[config.mk]
export PLATFORM = sky130hd
export DESIGN_NAME = audio_adc_rx
export DESIGN_NICKNAME = d
export VERILOG_FILES = /design/src/rtl/audio_pkg.sv /design/src/rtl/audio_edge_sync.sv /design/src/rtl/audio_adc_rx.sv
export SDC_FILE = /design/constraint.sdc
export NUM_CORES = 1
export LEC_CHECK = 0
export BUFFER_PORTS_ARGS = -buffer_cell sky130_fd_sc_hd__buf_2
export CORE_ASPECT_RATIO = 0.8
export CORE_MARGIN = 10
export CORE_UTILIZATION = 58
export CTS_CLUSTER_DIAMETER = 120
export DETAILED_ROUTE_END_ITERATION = 6
export PLACE_DENSITY = 0.84
export SYNTH_ARGS = -nofsm -noshare
export SYNTH_HDL_FRONTEND = slang
export SYNTH_HIERARCHICAL = 1
export SYNTH_SLANG_ARGS = --single-unit
[constraint.sdc]
create_clock -name clk_n -period 2.6 [get_ports clk_n]
set_clock_uncertainty 0.15 [all_clocks]
set_input_delay 0.26 -clock clk_n [delete_from_list [all_inputs] [get_ports clk_n]]
set_output_delay 0.26 -clock clk_n [all_outputs]
set_load 0.01 [all_outputs]
[src/rtl/audio_pkg.sv]
// audio_pkg: shared definitions for the I2S ADC receive path.
//   DW_DEF          - default sample width per channel
//   SYNC_STAGES_DEF - default synchronizer depth for codec-side inputs
//   ST_*            - receive FSM state encoding
package audio_pkg;

    localparam int DW_DEF          = 16;
    localparam int SYNC_STAGES_DEF = 2;

    localparam logic [2:0] ST_IDLE    = 3'd0;
    localparam logic [2:0] ST_WAIT_L  = 3'd1;
    localparam logic [2:0] ST_SKIP_L  = 3'd2;
    localparam logic [2:0] ST_SHIFT_L = 3'd3;
    localparam logic [2:0] ST_WAIT_R  = 3'd4;
    localparam logic [2:0] ST_SKIP_R  = 3'd5;
    localparam logic [2:0] ST_SHIFT_R = 3'd6;

endpackage

[src/rtl/audio_edge_sync.sv]
// audio_edge_sync: brings one asynchronous codec signal into the clk_n domain
// and reports its edges.
//   clk_n  in  system clock (rising edge)
//   rst    in  asynchronous active-low reset
//   d      in  asynchronous input
//   level  out synchronized level
//   rise   out one-cycle pulse on synchronized 0->1
//   fall   out one-cycle pulse on synchronized 1->0
module audio_edge_sync
    import audio_pkg::*;
#(
    parameter int STAGES = SYNC_STAGES_DEF
) (
    input  logic clk_n,
    input  logic rst,
    input  logic d,
    output logic level,
    output logic rise,
    output logic fall
);

    logic [STAGES-1:0] sync_q;
    logic              prev_q;

    always_ff @(posedge clk_n or negedge rst) begin
        if (!rst) begin
            sync_q <= '0;
            prev_q <= 1'b0;
        end else begin
            sync_q <= {sync_q[STAGES-2:0], d};
            prev_q <= sync_q[STAGES-1];
        end
    end

    assign level = sync_q[STAGES-1];
    assign rise  = level & ~prev_q;
    assign fall  = ~level & prev_q;

endmodule

[src/rtl/audio_adc_rx.sv]
// audio_adc_rx: I2S ADC receiver. Captures a left/right sample pair from the
// codec serial stream and offers it with a valid/ready handshake.
//   clk_n, rst            system clock, async active-low reset
//   init_done             codec configured; low forces IDLE
//   bclk/adclrck/adcdat   codec bit clock, frame clock (low=left), data
//   left_data/right_data  captured pair, held while valid && !ready
//   valid/ready           output handshake
//   overflow              sticky, a completed pair was dropped
//   busy                  FSM not idle
//   ovf_cnt               saturating dropped-pair count, only when
//                         AUDIO_ADC_RX_OVF_CNT_EN is defined
module audio_adc_rx
    import audio_pkg::*;
#(
    parameter int DW          = DW_DEF,
    parameter int SYNC_STAGES = SYNC_STAGES_DEF
) (
    input  logic          clk_n,
    input  logic          rst,
    input  logic          init_done,
    input  logic          bclk,
    input  logic          adclrck,
    input  logic          adcdat,
    output logic [DW-1:0] left_data,
    output logic [DW-1:0] right_data,
    output logic          valid,
    input  logic          ready,
    output logic          overflow,
`ifdef AUDIO_ADC_RX_OVF_CNT_EN
    output logic [7:0]    ovf_cnt,
`endif
    output logic          busy
);

    localparam int CW = (DW > 1) ? $clog2(DW) : 1;
    localparam logic [CW-1:0] LAST = CW'(DW - 1);

    logic bclk_rise, lr_rise, lr_fall, dat_lvl;
    logic bclk_lvl, bclk_fall, lr_lvl, dat_rise, dat_fall;

    audio_edge_sync #(.STAGES(SYNC_STAGES)) u_bclk (
        .clk_n(clk_n), .rst(rst), .d(bclk),
        .level(bclk_lvl), .rise(bclk_rise), .fall(bclk_fall));
    audio_edge_sync #(.STAGES(SYNC_STAGES)) u_lrck (
        .clk_n(clk_n), .rst(rst), .d(adclrck),
        .level(lr_lvl), .rise(lr_rise), .fall(lr_fall));
    audio_edge_sync #(.STAGES(SYNC_STAGES)) u_dat (
        .clk_n(clk_n), .rst(rst), .d(adcdat),
        .level(dat_lvl), .rise(dat_rise), .fall(dat_fall));

    logic unused_edges;
    assign unused_edges = ^{bclk_lvl, bclk_fall, lr_lvl, dat_rise, dat_fall};

    logic [2:0]    state_q, state_d;
    logic [CW-1:0] cnt_q, cnt_d;
    logic [DW-1:0] sh_q, sh_d, lhold_q, lhold_d, shifted;
    logic [DW-1:0] left_q, right_q;
    logic          valid_q, ovf_q, pair_done, load, drop;

    // All three inputs pass through equal-depth synchronizers, so the data
    // level seen alongside a bclk rise is the bit the codec launched on the
    // preceding bclk fall.
    assign shifted = {sh_q[DW-2:0], dat_lvl};

    always_comb begin
        state_d   = state_q;
        cnt_d     = cnt_q;
        sh_d      = sh_q;
        lhold_d   = lhold_q;
        pair_done = 1'b0;
        case (state_q)
            ST_IDLE:   if (init_done) state_d = ST_WAIT_L;
            ST_WAIT_L: if (lr_fall)   state_d = ST_SKIP_L;
            ST_WAIT_R: if (lr_rise)   state_d = ST_SKIP_R;
            ST_SKIP_L, ST_SKIP_R: begin
                // first bclk after the frame edge carries no sample bit
                if (bclk_rise) begin
                    state_d = (state_q == ST_SKIP_L) ? ST_SHIFT_L : ST_SHIFT_R;
                    cnt_d   = '0;
                    sh_d    = '0;
                end
            end
            ST_SHIFT_L, ST_SHIFT_R: begin
                // a frame edge before the word completes aborts the frame
                if (lr_fall) begin
                    state_d = ST_SKIP_L;
                end else if (lr_rise) begin
                    state_d = ST_WAIT_L;
                end else if (bclk_rise) begin
                    sh_d  = shifted;
                    cnt_d = cnt_q + CW'(1);
                    if (cnt_q == LAST) begin
                        if (state_q == ST_SHIFT_L) begin
                            lhold_d = shifted;
                            state_d = ST_WAIT_R;
                        end else begin
                            pair_done = 1'b1;
                            state_d   = ST_WAIT_L;
                        end
                    end
                end
            end
            default: state_d = ST_IDLE;
        endcase
        if (!init_done) begin
            state_d   = ST_IDLE;
            pair_done = 1'b0;
        end
    end

    // A completed pair replaces the output only if the slot is free or being
    // emptied this same cycle; otherwise the held pair wins.
    assign load = pair_done && (!valid_q || ready);
    assign drop = pair_done && valid_q && !ready;

    always_ff @(posedge clk_n or negedge rst) begin
        if (!rst) begin
            state_q <= ST_IDLE;
            cnt_q   <= '0;
            sh_q    <= '0;
            lhold_q <= '0;
            left_q  <= '0;
            right_q <= '0;
            valid_q <= 1'b0;
            ovf_q   <= 1'b0;
        end else begin
            state_q <= state_d;
            cnt_q   <= cnt_d;
            sh_q    <= sh_d;
            lhold_q <= lhold_d;
            if (load) begin
                left_q  <= lhold_q;
                right_q <= shifted;
                valid_q <= 1'b1;
            end else if (valid_q && ready) begin
                valid_q <= 1'b0;
            end
            if (drop) ovf_q <= 1'b1;
        end
    end

`ifdef AUDIO_ADC_RX_OVF_CNT_EN
    logic [7:0] ovf_cnt_q;
    always_ff @(posedge clk_n or negedge rst) begin
        if (!rst)                          ovf_cnt_q <= 8'd0;
        else if (drop && ovf_cnt_q != 8'hFF) ovf_cnt_q <= ovf_cnt_q + 8'd1;
    end
    assign ovf_cnt = ovf_cnt_q;
`endif

    assign left_data  = left_q;
    assign right_data = right_q;
    assign valid      = valid_q;
    assign overflow   = ovf_q;
    assign busy       = (state_q != ST_IDLE);

endmodule

==> results of run 1 <==
-- critical path, stage by stage (launching register included) --
cell     delay, ps
dfrtp_1        350
nor2b_1        580
o21ai_0        190
a221o_1        330
and2_1         340
a32o_1         300
-- repair_timing --
action,in CTS,in global routing
setup buffers,0,0
setup endpoints to repair,0,0
hold buffers,4,0
endpoints found under the hold margin,83,0
-- flip-flops by register name, indices dropped and copies added, names as in the netlist --
signal,count
u_lrck/sync_q,2
overflow,1
valid,1
u_bclk/prev_q,1
cnt_q,4
u_dat/sync_q,2
sh_q,15
right_data,16
u_bclk/sync_q,2
lhold_q,16
state_q,3
u_lrck/prev_q,1
left_data,16
-- worst paths after layout --
kind / start / end / slack [ps] / depth (start not counted)
worst min-delay path: init_done / state_q[0] / 30 / 3
worst min register to register: u_lrck/sync_q[0] / u_lrck/sync_q[1] / 190 / 0
min in group asynchronous: rst / left_data[11] / 450 / 2
worst max register to register: u_lrck/sync_q[1] / cnt_q[2] / 240 / 5
worst max-delay path: u_lrck/sync_q[1] / cnt_q[2] / 240 / 5
max in group asynchronous: rst / u_bclk/prev_q / 1250 / 2
-- routing by layer --
metal,track usage,vias to the layer above,part of all wire,routed length (um)
met2,0.2240,60,0.48,3070
met5,0,-,0,0
met3,0.06412,12,0.071,460
met1,0.1791,1082,0.44,2824
li1,-,1011,-,-
met4,0.04417,0,0.014,87
-- area by class of cell --
class | instances | area share
well taps | 81 | 0.02560
clock inverters | 5 | 0.01643
multi-input cells | 142 | 0.3224
inverters | 20 | 0.01896
clock buffers | 11 | 0.03571
flip-flops and latches | 80 | 0.5057
repair buffers | 50 | 0.07522
-- power groups by stage --
stage | sequential [mW] | clock, mW | combinational [mW]
global placement | 1.29 | 0 | 0.0935
global route | 1.27 | 1.01 | 0.113
detailed placement | 1.29 | 0 | 0.0957
finish | 1.26 | 0.933 | 0.0995
CTS | 1.26 | 0.951 | 0.101
floorplan | 1.28 | 0 | 0.0589
-- cell usage in the layout, fill, tap and decap left out, types with 2 or more instances in the layout --
| cell type | instances |
|---|---|
| dfrtp_1 | 80 |
| buf_2 | 40 |
| mux2_4 | 30 |
| o21ai_0 | 21 |
| inv_1 | 20 |
| mux2_2 | 19 |
| nand4_1 | 18 |
| clkbuf_8 | 10 |
| nor2b_1 | 7 |
| buf_4 | 5 |
| nand3_1 | 4 |
| a21oi_1 | 4 |
| dlygate4sd3_1 | 4 |
| nand2b_1 | 3 |
| nand2_1 | 3 |
| and2_1 | 2 |
| nor2_1 | 2 |
| clkinvlp_4 | 2 |
==> flow_summary.json, run 1 <==
{
  "hpwl_um": 4188,
  "port_buffers": 41,
  "hp-class": "input pin to flip-flop",
  "first_iter_violations": 181,
  "drt-total-wl_um": 6442,
  "syn-num-nets": 269,
  "critPathArrivalTime_ps": 2450,
  "pin_count": 42,
  "area_growth_pct": 13.32,
  "drc": 0,
  "total_power_mw": 2.297,
  "switching_share": 0.2318,
  "pre_cts_ws_ps": 264.1,
  "timing.setup.tns_ps": 0,
  "place_area_um2": 3712,
  "maxSlewViolCount": 0,
  "power_frac_comb": 0.043,
  "stdcell_count": 389,
  "p_seq_frac": 0.551,
  "vdd_drop_max_mv": 0.4446,
  "area.sequential_um2": 2002,
  "ctsLongestPathBuffers": 2,
  "final.period_utilization": 0.9066,
  "cp-end-kind": "flip-flop",
  "hold_ws_ps": 34.12,
  "grt_use_total": 0.1447,
  "nFillCells": 443,
  "grt_max_degree": 81,
  "grt_pass1_vias": 2160,
  "p_leak_nw": 1.942,
  "gp_congestion": 0.7830,
  "initial_core_util": 0.5940,
  "clk_root_buffer_cell": "clkbuf_8",
  "wl_per_cell_um": 16.56,
  "numCtsBuffers": 9,
  "cts_resized": 0,
  "vias_per_cell": 5.566,
  "netlist_area_um2": 3493,
  "tightest_slew_ps": 942.1,
  "yosys_warnings": 6,
  "dpl.cell_count": 369,
  "drive_gt1_frac": 0.3799,
  "clockPowerShare": 0.406,
  "critPathLaunchType": "flip-flop",
  "first_pass_iters": 4,
  "internal_power_mw": 1.764,
  "power.switching_uw": 532.5,
  "vias": 2165,
  "clock_sink_count": 80,
  "clk_latency_ps": 350,
  "hold_viol": 0,
  "rows": 25,
  "power_density_nw_per_um2": 580.2,
  "die_h_um": 89.42,
  "cts_tree": "built",
  "multi_input_area_um2": 1276,
  "n_antenna_cell": 0,
  "dieArea_um2": 9547,
  "setup.worst_path.class": "flip-flop to flip-flop",
  "setup_slack_ps": 243.0,
  "outcome": "complete, no violations",
  "rsz0062_at_grt": "no",
  "overflow": 0,
  "max_cap_viol_count": 0,
  "finalCriticalPeriod_ps": 2357,
  "htree_levels": 3,
  "fin_util": 0.6732,
  "stdcell_area_um2": 3959,
  "antenna_left": 0,
  "grt_pass1_wl_um": 10930,
  "synthCells": 261,
  "core_area_um2": 5881,
  "crit_fanout": 19,
  "die_w_um": 106.8,
  "setup_violations": 0,
  "max_freq_mhz": 424.3,
  "required_ps": 2690,
  "clk_pin_slew_worst_paths_ps": 80,
  "fin_nets": 311,
  "slew_headroom": 0.3719,
  "syn_area_per_cell_um2": 13.38,
  "grt_antenna_before_repair": 0
}
No activity file was read; power rests on OpenSTA's default activity.
==> run 2, diff against run 1 <==
- CORE_UTILIZATION: 58 -> 60
- CTS_BUF_LIST: unset -> sky130_fd_sc_hd__clkbuf_4
- PLACE_DENSITY: 0.84 -> 0.82
- SLEW_MARGIN: unset -> 25
==> run 2 against run 1 <==
Against the previous run: register-to-register slack improved by 70 ps; flip-flop and latch count did not move; utilization rose by 3.4 points; clock power fell by 23%; design area fell by 0.70%; die area fell by 2.7%; first-iteration DRC count fell by 17%; cell count rose by 0.51%; sequential share of layout area rose by 0.35 points; count of clock-buffer cells in the layout fell by 1; critical path type unchanged; highest routed layer unchanged.
==> flow_summary.json, run 2 (synthesized netlist as in run 1, its figures left out) <==
{
  "vias": 2178,
  "cts_tree": "built",
  "area_growth_pct": 12.54,
  "max_stage_delay_ps": 410,
  "crit_fanout": 12,
  "tightest_slew_ps": 666.1,
  "overflow": 0,
  "path_delay_family": "simple AND/OR/NAND/NOR gates",
  "hold_viol": 0,
  "r2r_cells": 6,
  "use_met1": 0.1871,
  "maxSlewViolCount": 0,
  "final_common_cell": "dfrtp_1",
  "drt-total-wl_um": 6619,
  "pre_cts_ws_ps": 320.9,
  "post_cts_buffers": 0,
  "power_density_nw_per_um2": 531.9,
  "slew_headroom": 0.5559,
  "multi_input_area_um2": 1276,
  "grt_antenna_before_repair": 0,
  "hpwl_um": 4525,
  "drive_gt1_frac": 0.3834,
  "nFillCells": 393,
  "gp_congestion": 0.8765,
  "finalCriticalPeriod_ps": 2289,
  "setup.worst_path.class": "flip-flop to flip-flop",
  "n_antenna_cell": 0,
  "hold_ws_ps": 206.6,
  "setup_violations": 0,
  "path_buf_inv": 1,
  "critPathLaunchType": "flip-flop",
  "initial_core_util": 0.6288,
  "met2_usage": 0.2217,
  "ctsLongestPathBuffers": 2,
  "hold_depth": 0,
  "crit_chain": "ha_1, and4_1, nor4b_4, and4_2, buf_4, mux2_2",
  "grt_pass1_vias": 2154,
  "clock_sink_count": 80,
  "crit_slowest_cell": "dfrtp_1",
  "numCtsBuffers": 9,
  "rows": 24,
  "min_from": "u_dat/sync_q[0]",
  "max_cap_viol_count": 0,
  "clk_root_buffer_cell": "clkbuf_4",
  "vias_per_cell": 5.570,
  "grt_pass1_wl_um": 10930,
  "reg2reg_slack_ps": 310,
  "p_leak_nw": 1.939,
  "fin_nets": 317,
  "grt.busiest_layer": "met2",
  "cp-end-kind": "flip-flop",
  "required_ps": 2770,
  "setup_slack_ps": 310.7,
  "dieArea_um2": 9294,
  "area.sequential_um2": 2002,
  "met3_usage": 0.05955,
  "htree_levels": 3,
  "grt_use_total": 0.1464,
  "antenna_left": 0,
  "grt_max_degree": 53,
  "first_pass_iters": 4,
  "max_freq_mhz": 436.8,
  "die_w_um": 105.3,
  "drc": 0,
  "final.period_utilization": 0.8805,
  "clk_pin_slew_worst_paths_ps": 130,
  "core_area_um2": 5555,
  "r2r_start": "cnt_q[0]",
  "hold_path_end": "u_dat/sync_q[1]",
  "hp-class": "flip-flop to flip-flop",
  "r2r_end": "right_data[8]",
  "clk_latency_ps": 420,
  "die_h_um": 88.25,
  "outcome": "complete, no violations",
  "rsz0062_at_grt": "no",
  "fin_util": 0.7077,
  "port_buffers": 41,
  "timing.setup.tns_ps": 0,
  "wl_per_cell_um": 16.93,
  "critPathArrivalTime_ps": 2460,
  "first_iter_violations": 150,
  "vdd_drop_max_mv": 0.3723,
  "pin_count": 42,
  "final_cell_mix": "dfrtp_1, buf_2, mux2_4, o21ai_0, inv_1"
}
[run 2: cell types whose count changed in the layout (fill, tap and decap cells not counted)]
cell	previous run	this run
clkinv_1	0	1
clkinv_4	1	0
clkbuf_1	1	0
inv_6	0	1
inv_8	1	0
buf_4	5	9
dlygate4sd3_1	4	6
clkbuf_4	0	10
clkbuf_8	10	0
[run 2: worst max-delay path by stage]
stage | from | end | slack [ps] | cells after the start
6_report | cnt_q[0] | right_data[8] | 310 | 6
5_1_grt | cnt_q[0] | right_data[8] | 180 | 6
4_1_cts | cnt_q[0] | right_data[8] | 310 | 6
3_5_place_dp | cnt_q[1] | right_data[8] | 320 | 6
3_3_place_gp | cnt_q[0] | right_data[8] | 420 | 6
2_1_floorplan | u_bclk/prev_q | left_data[0] | 540 | 8
[run 2: layout make-up]
type / instances / share of cell area
Clock inverter: 5 / 0.01464
Timing Repair Buffer: 56 / 0.08848
Sequential cell: 80 / 0.5092
Multi-Input combinational cell: 142 / 0.3246
Inverter: 20 / 0.01910
Clock buffer: 10 / 0.01910
Tap cell: 78 / 0.02482
[run 2: worst register-to-register path, stage by stage (launching register included)]
cell and delay [ps]:
dfrtp_1 410, ha_1 220, and4_1 240, nor4b_4 230, and4_2 310, buf_4 260, mux2_2 370
[run 2: report_power, final]
part / internal (mW) / total (mW) / switching [mW]
registers: 1.25 / 1.27 / 0.0128
clock network: 0.299 / 0.718 / 0.419
logic: 0.0380 / 0.106 / 0.0685
total: 1.59 / 2.09 / 0.500
[run 2: metal layers]
| layer | vias to the layer above | routed length, um |
|---|---|---|
| met4 | 0 | 69 |
| met1 | 1090 | 3096 |
| met5 | - | 0 |
| met2 | 53 | 3036 |
| li1 | 1029 | - |
| met3 | 6 | 417 |
[run 2: through the flow]
step	instances	power [mW]	area, um^2
after floorplan	261	1.343	3493
after global placement	370	1.387	3739
after detailed placement	370	1.391	3739
after CTS	391	2.114	3931
after global routing	391	2.171	3931
final	391	2.091	3931
[run 2: what timing repair did]
action	in CTS	in global routing
hold buffers	6	0
endpoints found under the hold margin	58	0
resized for setup	0	0
endpoints found under the setup margin	0	0
==> run 3, diff against run 2 <==
- CORE_UTILIZATION: 60 -> 36
- PLACE_DENSITY: 0.82 -> unset
- SYNTH_HIERARCHICAL: 1 -> unset
==> run 3 against run 2 <==
Against the previous run: critical path type unchanged; power is 12% higher; die area grew 48%; worst setup slack got worse by 120 ps.
==> flow_summary.json, run 3 <==
{
  "finalCriticalPeriod_ps": 2407,
  "setup_violations": 0,
  "grt.busiest_layer": "met1",
  "synth_compound_area_frac": 0.1141,
  "ys_top_cells_by_count": "dfrtp_1, mux2_1, nand2_1",
  "vias_per_cell": 5.136,
  "hp-class": "input pin to asynchronous set/reset pin",
  "max_freq_mhz": 415.5,
  "drc": 0,
  "max_stage_delay_ps": 420,
  "vdd_drop_max_mv": 0.3009,
  "final.period_utilization": 0.9257,
  "antenna_left": 0,
  "hold_ws_ps": 211.2,
  "timing.setup.tns_ps": 0,
  "synth_fa_ha_area_frac": 0.01104,
  "wl_per_cell_um": 15.35,
  "syn_area_per_cell_um2": 12.83,
  "clk_root_buffer_cell": "clkbuf_4",
  "stdcell_area_um2": 3924,
  "core_area_um2": 9115,
  "met2_usage": 0.1389,
  "yosys-top-cells-area": "dfrtp_1, mux2_1, mux2_2, o31ai_1, o21ai_0",
  "crit_slowest_cell": "dfrtp_1",
  "synth.top_cell.area_share": 0.5887,
  "syn-num-nets": 275,
  "critPathLaunchType": "flip-flop",
  "cp-end-kind": "flip-flop",
  "ys_types": 39,
  "vias": 2229,
  "r2r_start": "u_lrck.sync_q[1]",
  "area_growth_pct": 15.38,
  "hpwl_um": 4483,
  "fin_nets": 324,
  "path_buf_inv": 1,
  "synth_ff_type": "dfrtp_1",
  "die_w_um": 128.7,
  "p_leak_nw": 1.967,
  "clk_pin_slew_worst_paths_ps": 130,
  "synth_top_family_by_area": "multiplexers",
  "netlist_area_um2": 3401,
  "critPathLaunch": "u_lrck.sync_q[1]",
  "cts_tree": "built",
  "synth_async_sr_flop_share": 1.000,
  "synth-xor-area-share": 0.002575,
  "met3_usage": 0.05121,
  "clock_sink_count": 80,
  "numCtsBuffers": 9,
  "path_delay_family": "simple AND/OR/NAND/NOR gates",
  "crit_fanout": 14,
  "tightest_slew_ps": 599.9,
  "use_met1": 0.1421,
  "grt_use_total": 0.1032,
  "overflow": 0,
  "outcome": "complete, no violations",
  "gp_congestion": 0.8441,
  "place_area_um2": 3746,
  "crit_chain": "ha_1, or3b_1, nor3_2, and4_1, buf_4, mux2_1",
  "reg2reg_slack_ps": 190,
  "maxSlewViolCount": 0,
  "power_density_nw_per_um2": 597.5,
  "drt-total-wl_um": 6660,
  "post_cts_buffers": 0,
  "initial_core_util": 0.3731,
  "final_cell_mix": "dfrtp_1, buf_2, mux2_1, nand2_1",
  "cp.depth": 6,
  "first_pass_iters": 4,
  "final_common_cell": "dfrtp_1",
  "grt_max_degree": 45,
  "seq_area_frac_synth": 0.5887,
  "critPathArrivalTime_ps": 2560,
  "slew_headroom": 0.6000,
  "rows": 31,
  "synth_edf_count": 0,
  "port_buffers": 41,
  "synth_top_cell_by_area": "dfrtp_1",
  "ctsLongestPathBuffers": 2,
  "grt_pass1_wl_um": 11630,
  "rsz0062_at_grt": "no",
  "max_cap_viol_count": 0,
  "setup.worst_path.class": "flip-flop to flip-flop",
  "critPathCapture": "left_data[9]",
  "first_iter_violations": 206,
  "n_antenna_cell": 0,
  "pin_count": 42,
  "synthCells": 265,
  "grt_antenna_before_repair": 0,
  "clk_latency_ps": 420,
  "synthMostInstantiatedCell": "dfrtp_1",
  "grt_pass1_vias": 2225,
  "hold_viol": 0,
  "dieArea_um2": 13760,
  "required_ps": 2760,
  "r2r_end": "left_data[9]",
  "synth_seq_cells": 80,
  "r2r_cells": 6,
  "drive_gt1_frac": 0.2759,
  "yosys_warnings": 0,
  "htree_levels": 3,
  "die_h_um": 106.9,
  "synthMuxAreaShare": 0.1648,
  "synth-simple-area-share": 0.07653
}
run 3: cell count changes in the layout (fill, tap and decap cells not counted), moves of 3 or more:
cell      change
mux2_1       +30
mux2_4       -30
nand4_1      -18
nand2_1      +17
o31ai_1      +13
inv_1        -11
a211oi_1      +4
nor2b_1       -4
and4_1        +3
clkinv_2      +3
o21ai_0       -3
o41ai_1       +3
run 3: logic make-up (layout without fill, tap and decap cells):
kind of cell	Yosys count	after routing
AND/OR/NAND/NOR	48	48
buffers and inverters	28	82
flip-flops	80	80
AO/OA/AOI/OAI	55	55
adder cells (fa/ha/maj)	3	3
multiplexers	50	50
XOR/XNOR	1	1
run 3: per-stage QoR:
stage / total power, mW / utilization / worst slack, ps / cells
3_5_place_dp: 1.729 / 0.4110 / 21.46 / 411
3_3_place_gp: 1.729 / 0.4110 / 127.3 / 411
6_report: 2.344 / 0.4305 / 193.2 / 434
2_1_floorplan: 1.610 / - / 438.3 / 265
4_1_cts: 2.361 / 0.4292 / 18.90 / 433
5_1_grt: 2.491 / 0.4305 / 42.04 / 434
run 3: area by class of cell:
class | count | area (um^2)
clock inverter | 7 | 38.79
tap | 115 | 143.9
clock buffer | 9 | 67.56
fill | 845 | 5191
timing repair buffer | 57 | 371.6
inverter | 9 | 33.78
multi-input combinational | 157 | 1266
sequential | 80 | 2002
run 3: worst min-delay path by stage:
stage | from | endpoint | cells past startpoint
after global routing | u_bclk.sync_q[0] | u_bclk.sync_q[1] | 0
after global placement | rst | u_bclk.sync_q[0] | 1
after detailed placement | rst | u_bclk.sync_q[0] | 1
after CTS | rst | state_q[0] | 2
final | rst | state_q[0] | 2
after floorplan | rst | cnt_q[0] | 0
run 3: what timing repair did:
action / 4_1_cts / 5_1_grt
endpoints found under the hold margin: 51 / 0
endpoints found under the setup margin: 0 / 0
resized for setup: 0 / 0
hold buffers: 6 / 0
run 3: per-layer routing:
metal | wire length, um | vias up
met4 | 57 | 0
met1 | 3363 | 1094
li1 | - | 1067
met2 | 2689 | 64
met3 | 550 | 4
met5 | 0 | -
run 3: worst reg2reg max path, stage by stage, from the launching register on:
cell and delay (ps):
dfrtp_1 420, ha_1 260, or3b_1 400, nor3_2 150, and4_1 290, buf_4 270
mux2_1 360
run 3: power breakdown:
part	internal [mW]	switching, mW
registers	1.27	0.0369
clock network	0.187	0.423
logic	0.161	0.265
